===== config.mk =====
export PLATFORM = sky130hd
export DESIGN_NAME = instr_fetch_unit
export DESIGN_NICKNAME = d
export VERILOG_FILES = /design/src/rtl/instr_fetch_unit.sv
export SDC_FILE = /design/constraint.sdc
export NUM_CORES = 1
export LEC_CHECK = 0
export CORE_ASPECT_RATIO = 0.6
export CORE_MARGIN = 5
export CORE_UTILIZATION = 42
export DETAILED_ROUTE_END_ITERATION = 8
export GPL_TIMING_DRIVEN = 0
export PLACE_DENSITY = 0.79
export SYNTH_ARGS = -nofsm -noshare
export SYNTH_HDL_FRONTEND = slang
export SYNTH_SLANG_ARGS = --single-unit

===== constraint.sdc =====
create_clock -name clk -period 3.8 [get_ports clk]
set_input_delay 0.76 -clock clk [delete_from_list [all_inputs] [get_ports clk]]
set_output_delay 0.76 -clock clk [all_outputs]
set_load 0.005 [all_outputs]

===== src/rtl/instr_fetch_unit.sv =====
// Instruction fetch unit: owns the PC, issues single-outstanding imem reads and
// holds each fetched word until the controller accepts it.
//   state  | meaning
//   S_IDLE | dead cycle after reset release
//   S_REQ  | imem_rd pulse at imem_addr = pc
//   S_WAIT | waiting for imem_rvalid (kill drops the response)
//   S_HOLD | presenting a valid instruction until stall drops
module instr_fetch_unit #(
  parameter logic [31:0] PC_START  = 32'h0000_0000,
  parameter logic [31:0] NOP_INSTR = 32'hE1A0_0000
) (
  input  logic        clk,
  input  logic        rst,
  input  logic        load_pc,
  input  logic [1:0]  sel_pc,
  input  logic [31:0] branch_target,
  input  logic [31:0] reg_pc,
  input  logic        stall,
  output logic [31:0] imem_addr,
  output logic        imem_rd,
  input  logic [31:0] imem_rdata,
  input  logic        imem_rvalid,
  output logic [31:0] instr_out,
  output logic        instr_valid,
  output logic [31:0] instr_pc,
  output logic [31:0] pc
);

  typedef enum logic [1:0] {S_IDLE, S_REQ, S_WAIT, S_HOLD} state_t;

  state_t      r_state;
  logic [31:0] r_pc;
  logic        r_kill;
  logic [31:0] r_imem_addr;
  logic        r_imem_rd;
  logic [31:0] r_instr_out;
  logic        r_instr_valid;
  logic [31:0] r_instr_pc;

  logic [31:0] w_pc_plus4;
  logic [31:0] w_redirect_raw;
  logic [31:0] w_redirect;

  assign w_pc_plus4 = r_pc + 32'd4;

  always_comb begin
    w_redirect_raw = w_pc_plus4;
    case (sel_pc)
      2'b00:   w_redirect_raw = w_pc_plus4;
      2'b01:   w_redirect_raw = PC_START;
      2'b10:   w_redirect_raw = branch_target;
      default: w_redirect_raw = reg_pc;
    endcase
  end

  // Redirect targets are always word aligned.
  assign w_redirect = {w_redirect_raw[31:2], 2'b00};

  always_ff @(posedge clk or posedge rst) begin
    if (rst) begin
      r_state       <= S_IDLE;
      r_pc          <= PC_START;
      r_kill        <= 1'b0;
      r_imem_addr   <= PC_START;
      r_imem_rd     <= 1'b0;
      r_instr_out   <= NOP_INSTR;
      r_instr_valid <= 1'b0;
      r_instr_pc    <= 32'h0;
    end else begin
      r_imem_rd <= 1'b0;
      if (load_pc) begin
        r_pc          <= w_redirect;
        r_instr_valid <= 1'b0;
        r_instr_out   <= NOP_INSTR;
        case (r_state)
          S_REQ: begin
            // The old-address request is already on the bus; drop its reply.
            r_kill  <= 1'b1;
            r_state <= S_WAIT;
          end
          S_WAIT: begin
            if (imem_rvalid) begin
              r_kill      <= 1'b0;
              r_state     <= S_REQ;
              r_imem_rd   <= 1'b1;
              r_imem_addr <= w_redirect;
            end else begin
              r_kill <= 1'b1;
            end
          end
          default: begin
            r_kill      <= 1'b0;
            r_state     <= S_REQ;
            r_imem_rd   <= 1'b1;
            r_imem_addr <= w_redirect;
          end
        endcase
      end else begin
        case (r_state)
          S_IDLE: begin
            r_state     <= S_REQ;
            r_imem_rd   <= 1'b1;
            r_imem_addr <= r_pc;
          end
          S_REQ: begin
            r_state <= S_WAIT;
          end
          S_WAIT: begin
            if (imem_rvalid) begin
              if (r_kill) begin
                r_kill      <= 1'b0;
                r_state     <= S_REQ;
                r_imem_rd   <= 1'b1;
                r_imem_addr <= r_pc;
              end else begin
                r_instr_out   <= imem_rdata;
                r_instr_pc    <= r_pc;
                r_instr_valid <= 1'b1;
                r_pc          <= w_pc_plus4;
                r_state       <= S_HOLD;
              end
            end
          end
          S_HOLD: begin
            if (!stall) begin
              r_instr_valid <= 1'b0;
              r_instr_out   <= NOP_INSTR;
              r_state       <= S_REQ;
              r_imem_rd     <= 1'b1;
              r_imem_addr   <= r_pc;
            end
          end
          default: r_state <= S_IDLE;
        endcase
      end
    end
  end

  assign imem_addr   = r_imem_addr;
  assign imem_rd     = r_imem_rd;
  assign instr_out   = r_instr_out;
  assign instr_valid = r_instr_valid;
  assign instr_pc    = r_instr_pc;
  assign pc          = r_pc;

endmodule


==> results of run 1 <==
registers in the layout, summed over array words and instances (netlist names):
signal       flops
imem_addr       31
imem_rd          1
instr_out       32
instr_pc        30
instr_valid      1
pc              30
r_kill           1
r_state          2
path summary, 6_finish.rpt:
| check | from | to | slack (ns) | depth (start not counted) |
|---|---|---|---|---|
| setup reg to reg | r_state[0] | imem_addr[17] | 0.46 | 8 |
| hold reg to reg | instr_pc[5] | instr_pc[5] | 0.47 | 2 |
| hold / removal | instr_pc[5] | instr_pc[5] | 0.47 | 2 |
| max in group asynchronous | rst | instr_out[24] | 2.23 | 4 |
| min in group asynchronous | rst | imem_addr[24] | 0.70 | 2 |
| setup / recovery | load_pc | imem_addr[17] | 0.44 | 6 |
cell type report:
cell class	instances	share of cell area
multi-input combinational	569	0.335
sequential	128	0.317
timing repair buffer	225	0.225
clock buffer	17	0.0420
buffer	69	0.0307
tap	228	0.0281
clock inverter	15	0.0167
inverter	13	0.00518
per-stage QoR:
stage	setup WS, ns	hold WS [ns]	std cells	total power (uW)	utilization
after floorplan	1.46	0.470	779	3150	-
after global placement	0.228	0.459	1229	4510	0.583
after detailed placement	0.233	0.463	1232	4560	0.587
after CTS	0.609	0.479	1264	6230	0.623
after global routing	0.405	0.494	1264	6550	0.623
final	0.444	0.474	1264	6250	0.623
Yosys cell counts (all sizes together), types with 7 or more instances:
master	instances	area, um2
a21oi	31	155
nor2	55	206
o22ai	14	93.8
buf	30	164
o22a	8	70.1
nor3	19	95.1
nand4	12	96.3
inv	12	45.0
dfrtp	122	3050
mux2	15	169
xnor2	8	70.1
o21ai	45	225
nand2	146	548
mux2i	16	160
and3	7	45.1
o21a	8	60.1
a22o	27	236
clkbuf	39	148
nand3	17	85.1
a31oi	18	113
o211ai	7	52.6
nor4	15	100
placed cells by master, fill, tap and decap left out, types with 10 or more instances in the layout:
cell	n
a21oi_1	31
a22o_1	27
a31oi_1	18
buf_2	17
clkbuf_1	38
clkbuf_16	17
clkdlybuf4s50_1	222
dfrtp_1	122
inv_1	11
mux2_2	15
mux2i_1	16
nand2_1	146
nand3_1	17
nand4_1	10
nor2_1	55
nor3_1	19
nor4_1	14
o21ai_0	45
o22ai_1	13
metal layers:
| metal | GRT usage | wire length (um) | vias to the layer above | share of wire |
|---|---|---|---|---|
| li1 | - | - | 3298 | - |
| met1 | 0.401 | 11700 | 3552 | 0.42 |
| met2 | 0.417 | 11700 | 551 | 0.42 |
| met3 | 0.107 | 4220 | 51 | 0.15 |
| met4 | 0.0695 | 456 | 0 | 0.016 |
| met5 | 0 | 0 | - | 0 |
kinds of logic (layout without fill, tap and decap cells):
family / count (synthesis) / count (layout) / synth area share
other: 1 / 4 / 0.000539
buffers and inverters: 82 / 339 / 0.0518
AOI/OAI and AO/OA: 211 / 211 / 0.210
and+or+nand+nor: 307 / 307 / 0.206
DFF: 128 / 128 / 0.461
adders and majority gates: 5 / 5 / 0.00899
muxes: 31 / 31 / 0.0473
xor gates and xnor gates: 11 / 11 / 0.0138
worst max-delay path, stage by stage:
cell and delay [ns]:
clkdlybuf4s50_1 0.56, and3b_1 0.24, nor4_1 0.88, buf_2 0.42, clkbuf_1 0.50, a31oi_1 0.23
power by group:
| group | total (uW) | internal, uW | switching [uW] |
|---|---|---|---|
| combinational | 2510 | 1240 | 1270 |
| clock | 1660 | 936 | 729 |
| sequential | 2070 | 1770 | 296 |
| total | 6250 | 3950 | 2290 |
==> flow_results.org, run 1 <==
** Global route
- Summed over all layers, the global routing overflow is 0.
- The first global-routing pass estimated between 40000 and 50000 um of wire.
- Largest net degree at the start of global routing :: between 40 and 50
- Across every metal layer, demand over resource in global routing totals 0.285.
- The number of antenna violations at the first check in global routing was 0.
- Number of global-route vias before repair :: a little over 7k

** Status
- Run status :: finished clean

** Final layout
- Across the whole layout, storage elements account for ~3200 um2.
- Number of inserted diodes :: 0
- Finished Cell Area :: 10100 um2
- Layout fillers :: ~1.4k
- Of the cells placed in the final design, the portion with a size suffix greater than 1 is 0.0936.
- Count of nets after finishing :: ~1.1k
- Area added between synthesis and finish :: 45.6%
- The multi-input combinational cells in the finished layout cover a total of roughly 3400 um2.

** Synth
- After synthesis the netlist holds a flip-flop and latch count of around 130.
- Register area share after synthesis :: 0.461
- For this run, the number of Yosys warnings is 0.
- In the synthesized netlist the async set-or-reset flop fraction comes to 1.00.
- Syn avg cell area :: between 8 and 9 um2
- Count of unique library cells instantiated by Yosys :: 71
- In the synthesized netlist the dominant register cell turns out to be dfrtp_1.
- Number of enable-type register cells in the synthesized netlist :: 0
- The cell area that synthesis handed to floorplanning was 6960 um2.
- Cells after synthesis :: roughly 780

** Power and ir drop
- VDD sags by at most ~0.00029 V.
- Dividing total power by cell area gives a power density of just over 600 nW/um2.
- The analysis attributes to cell leakage a power of between 0.004 and 0.005 uW.

** Detailed routing
- In this run the remaining antenna-violating nets after routing total 0.
- Average wire per cell in the routed design :: approximately 22 um
- Before antenna repair, the detailed router went through 7 iterations.
- First-iteration detailed-routing DRC count :: between 1k and 1.5k
- Dividing the detail-routed via count by the number of cells gives between 5 and 6.
- Routed wire length :: around 28000 um
- The routed layout has roughly 7.5k vias.
- In the routed design, unresolved DRC markers number 0.

** CTS
- Number of buffers on the longest clock path :: 2
- At the later pin of the worst-skew pair, clock insertion delay measures roughly 0.42 ns.
- Buffers inserted to repair hold after CTS numbered 0.
- After clock tree synthesis, the repair step resized 0 gates.
- Post-CTS setup buffer count :: 0
- Clock tree synthesis found a total of between 100 and 150 sinks.
- Root buffer cell :: clkbuf_16
- Clock buffers created by TritonCTS :: 17
- Clock slew seen by the registers of the worst setup and hold paths :: roughly 0.07 ns
- In this run the number of H-tree levels came out at 4.
- TritonCTS clock tree :: built

** Hold path
- Path type of the worst min-delay path :: reg2reg

** STA
- Final Cycle Share :: 0.883
- For the pin with the worst max-slew slack, the measured transition is about 1.1 ns.
- Clock tree skew after final layout :: around 0.0089 ns
- Adding up every negative setup slack in the final design gives 0 ns.
- Final Max Tran Viols :: 0
- The total count of hold-check failures in the final report came to 0.
- Timing would allow up to between 200 and 300 MHz.
- For the finished layout, the period the worst path requires is 3.36 ns.
- Remaining max-slew budget at the tightest pin :: 0.272
- Final setup violation count :: 0
- Setup repair after global routing left no endpoint under its margin.

** Floorplan
- In this run the count of I/O pins placed on the die edge is roughly 230.
- The die covers 19300 um2.
- Height of the die :: 110 um
- The core region is around 16000 um2.
- Width of the chip :: 176 um
- The floorplan has 36 rows.
- The initial utilization of the core area, before any placement, comes to 0.428.

** Setup path
- Data arrival time of the worst path :: approximately 3.6 ns
- The critical path is of the in2reg type.
- The worst setup path is launched from a primary input.
- Endpoint type of the worst setup path :: register
- Worst-path fanout max :: 10
- Critical path required time :: just over 4 ns

** Place
- Last weighted congestion value of the routability-driven placer :: just under 1
- After legalization and detailed placement, the total HPWL measured between 20000 and 25000 um.
- In this run the tool buffered the top-level ports with approximately 220 buffer cells.
- After detailed placement, the total cell area comes to 9540 um2.

** Run
- Max-Cap Viols :: 0
Power figures use the tool's default switching activity.
==> run 2, diff against run 1 <==
--- a/config.mk
+++ b/config.mk
@@ -5,11 +5,13 @@
 export SDC_FILE = /design/constraint.sdc
 export NUM_CORES = 1
 export LEC_CHECK = 0
+export CAP_MARGIN = 20
 export CORE_ASPECT_RATIO = 0.6
 export CORE_MARGIN = 5
 export CORE_UTILIZATION = 42
 export DETAILED_ROUTE_END_ITERATION = 8
 export GPL_TIMING_DRIVEN = 0
+export HOLD_SLACK_MARGIN = 0.03
 export PLACE_DENSITY = 0.79
 export SYNTH_ARGS = -nofsm -noshare
 export SYNTH_HDL_FRONTEND = slang
==> run 2 against run 1 <==
The run now ends with DRC left. Global-route usage about the same. Wire length up 1.2%. Sequential cell count unchanged. Clock-buffer cell count unchanged. Design area about the same. Critical endpoint is now imem_addr[26]. Largest cell class unchanged.
==> flow_results.org, run 2 (synthesized netlist as in run 1, its figures left out) <==
** Hold path
- End point of the worst hold path :: instr_pc[25]
- Path type of the worst min-delay path :: reg2reg
- Number of cells traversed by the worst hold path :: 2
- The worst hold path begins at instr_pc[25].

** Place
- Post-DP Area :: 9540 um2
- Port buffer count :: ~220
- Before CTS, the worst setup slack after placement is ~0.25 ns.
- The wire-length estimate of the detail-placed layout is about 21000 um.
- Last weighted congestion value of the routability-driven placer :: between 0.9 and 1

** Setup path
- R2R Setup Slk :: between 0.4 and 0.5 ns
- STA classifies the critical path endpoint as a register.
- For the worst setup path, the data required time is just over 4 ns.
- In this run the critical register-to-register path is launched from r_state[0].
- R2R depth :: 10
- STA classifies the critical path startpoint as a register.
- Worst-path fanout max :: 10
- Critical path class :: reg2reg
- Endpoint of the worst register-to-register path :: imem_addr[26]
- Data arrival time of the worst path :: between 3 and 4 ns

** Final layout
- Most common library cell in the layout ignoring fill and taps :: clkdlybuf4s50_1
- Area of the multi-input gates :: between 3000 and 4000 um2
- Commonest cells after routing, fill and taps aside :: clkdlybuf4s50_1 (222), nand2_1 (146), dfrtp_1 (122), nor2_1 (55), o21ai_0 (45)
- Relative to the synthesized area, the layout overhead comes to 45.6%.
- Layout cells sized above 1 :: 0.0936
- Max FFs per register :: 32
- Number of inserted diodes :: 0
- In the final design database the tool counted between 1k and 1.5k nets.
- In the final layout, flip-flops and latches occupy ~3200 um2.
- With fillers left out, the area of the finished cells amounts to 10100 um2.
- After filler insertion, the fill cell instance count of the layout stands at roughly 1.4k.

** Power and ir drop
- In this run the static leakage power is ~0.0043 uW.
- Max VDD drop :: 0.000307 V
- Power density of the placed cells :: 619 nW/um2
- Final Power :: around 6300 uW

** Floorplan
- Core Rows :: 36
- Full die area :: 19300 um2
- The die is approximately 110 um tall.
- The die is 176 um wide.
- I/O Pins :: 233
- Starting density of the core :: 0.428
- After floorplanning, the core was sized to cover approximately 16000 um2.

** STA
- Post-route minimum period :: approximately 3.4 ns
- Dividing the final minimum period by the clock period gives 0.892.
- Final Max Tran Viols :: 0
- Final setup violation count :: 0
- For this run, the top clock speed supported by timing is slightly below 300 MHz.
- At the pin with the least slew margin, the transition time is roughly 1.1 ns.
- The total count of hold-check failures in the final report is 0.
- Setup slack on the critical path of the routed design comes to slightly above 0.4 ns.
- Remaining max-slew budget at the tightest pin :: 0.255
- Setup TNS :: 0 ns
- Clock tree skew after final layout :: 0.00910 ns
- Setup repair after global routing left no endpoint under its margin.

** CTS
- In this run, post-CTS repair resized a total of 0 instances.
- Buffers inserted to repair hold after CTS numbered 0.
- CTS sink cnt :: between 100 and 150
- After clock tree synthesis, the clock-pin slew on the worst setup and hold paths is about 0.07 ns.
- The clock passes through at most 2 buffers.
- The clock tree synthesis step divided the H-tree into 4 levels.
- The tree is rooted in a clkbuf_16.
- TritonCTS clock tree :: built
- The number of setup buffers added after CTS is 0.
- Clock latency of the later-clocked register in the worst-skew pair :: 0.42 ns
- Buffers inserted during clock tree synthesis total 17.

** Status
- Run status :: complete, but fails checks
- The final reports fail on DRC.

** Detailed routing
- After detailed routing, the number of remaining DRC violations is 3.
- Count of nets left with antenna violations after detail routing :: 0
- The first detailed-routing pass took 9 iterations.
- Dividing the detail-routed via count by the number of cells gives approximately 5.9.
- For this block, the routed nets add up to roughly 28000 um of wire.
- For this block, the via count after detailed routing is around 7.5k.
- After detailed routing, the average wire length per cell comes to roughly 22 um.
- For this block, the initial DRC count from the detailed router was between 900 and 1k.

** Global route
- Initial antenna violation count :: 0
- Total GRT Usage :: 0.285
- Residual overflow from global routing :: 0
- Largest net degree at the start of global routing :: 41
- The first global-routing pass estimated around 42000 um of wire.
- Number of global-route vias before repair :: between 7k and 8k

** Run
- Max-Cap Viols :: 0
run 2: metrics by stage:
step	utilization	hold slack, ns	instances
after floorplan	-	0.470	779
after global placement	0.583	0.459	1229
after detailed placement	0.587	0.463	1232
after CTS	0.623	0.479	1264
after global routing	0.623	0.497	1264
final	0.623	0.475	1264
run 2: how the worst max path moves through the flow:
stage                from       endpoint  depth (start not counted)
2_1_floorplan         rst  imem_addr[10]                          1
3_3_place_gp          rst   instr_out[1]                          2
3_5_place_dp      load_pc  imem_addr[17]                          6
4_1_cts           load_pc  imem_addr[17]                          6
5_1_grt        r_state[0]  imem_addr[17]                          8
6_report       r_state[0]  imem_addr[26]                         10
run 2: final cells by class:
type                       count  share of cell area
tap                          228              0.0282
inverter                      13             0.00519
clock inverter                15              0.0164
timing repair buffer         225               0.225
buffer                        69              0.0307
clock buffer                  17              0.0420
sequential                   128               0.317
multi-input combinational    569               0.335
run 2: critical path, stage by stage, from the launching register on:
cell	delay, ns
dfrtp_1	0.45
inv_1	0.07
ha_1	0.19
clkbuf_1	0.20
nor3b_1	0.22
nor4_1	0.94
buf_2	0.42
buf_2	0.34
nand2_1	0.18
nor2_1	0.18
a21oi_1	0.07
run 2: routing by layer:
layer  share of wire  up-vias  routed length, um  global-route usage
met5               0        -                  0                   0
met4           0.020        0                563              0.0640
met3            0.15       73               4370               0.130
met2            0.41      578              11600               0.413
met1            0.42     3551              11800               0.392
li1                -     3310                  -                   -
run 2: report_power, final:
group	internal (uW)	leakage (uW)	total, uW	switching, uW
registers	1770	0.00163	2070	301
logic	1240	0.00234	2530	1290
clock network	937	0.000290	1670	732
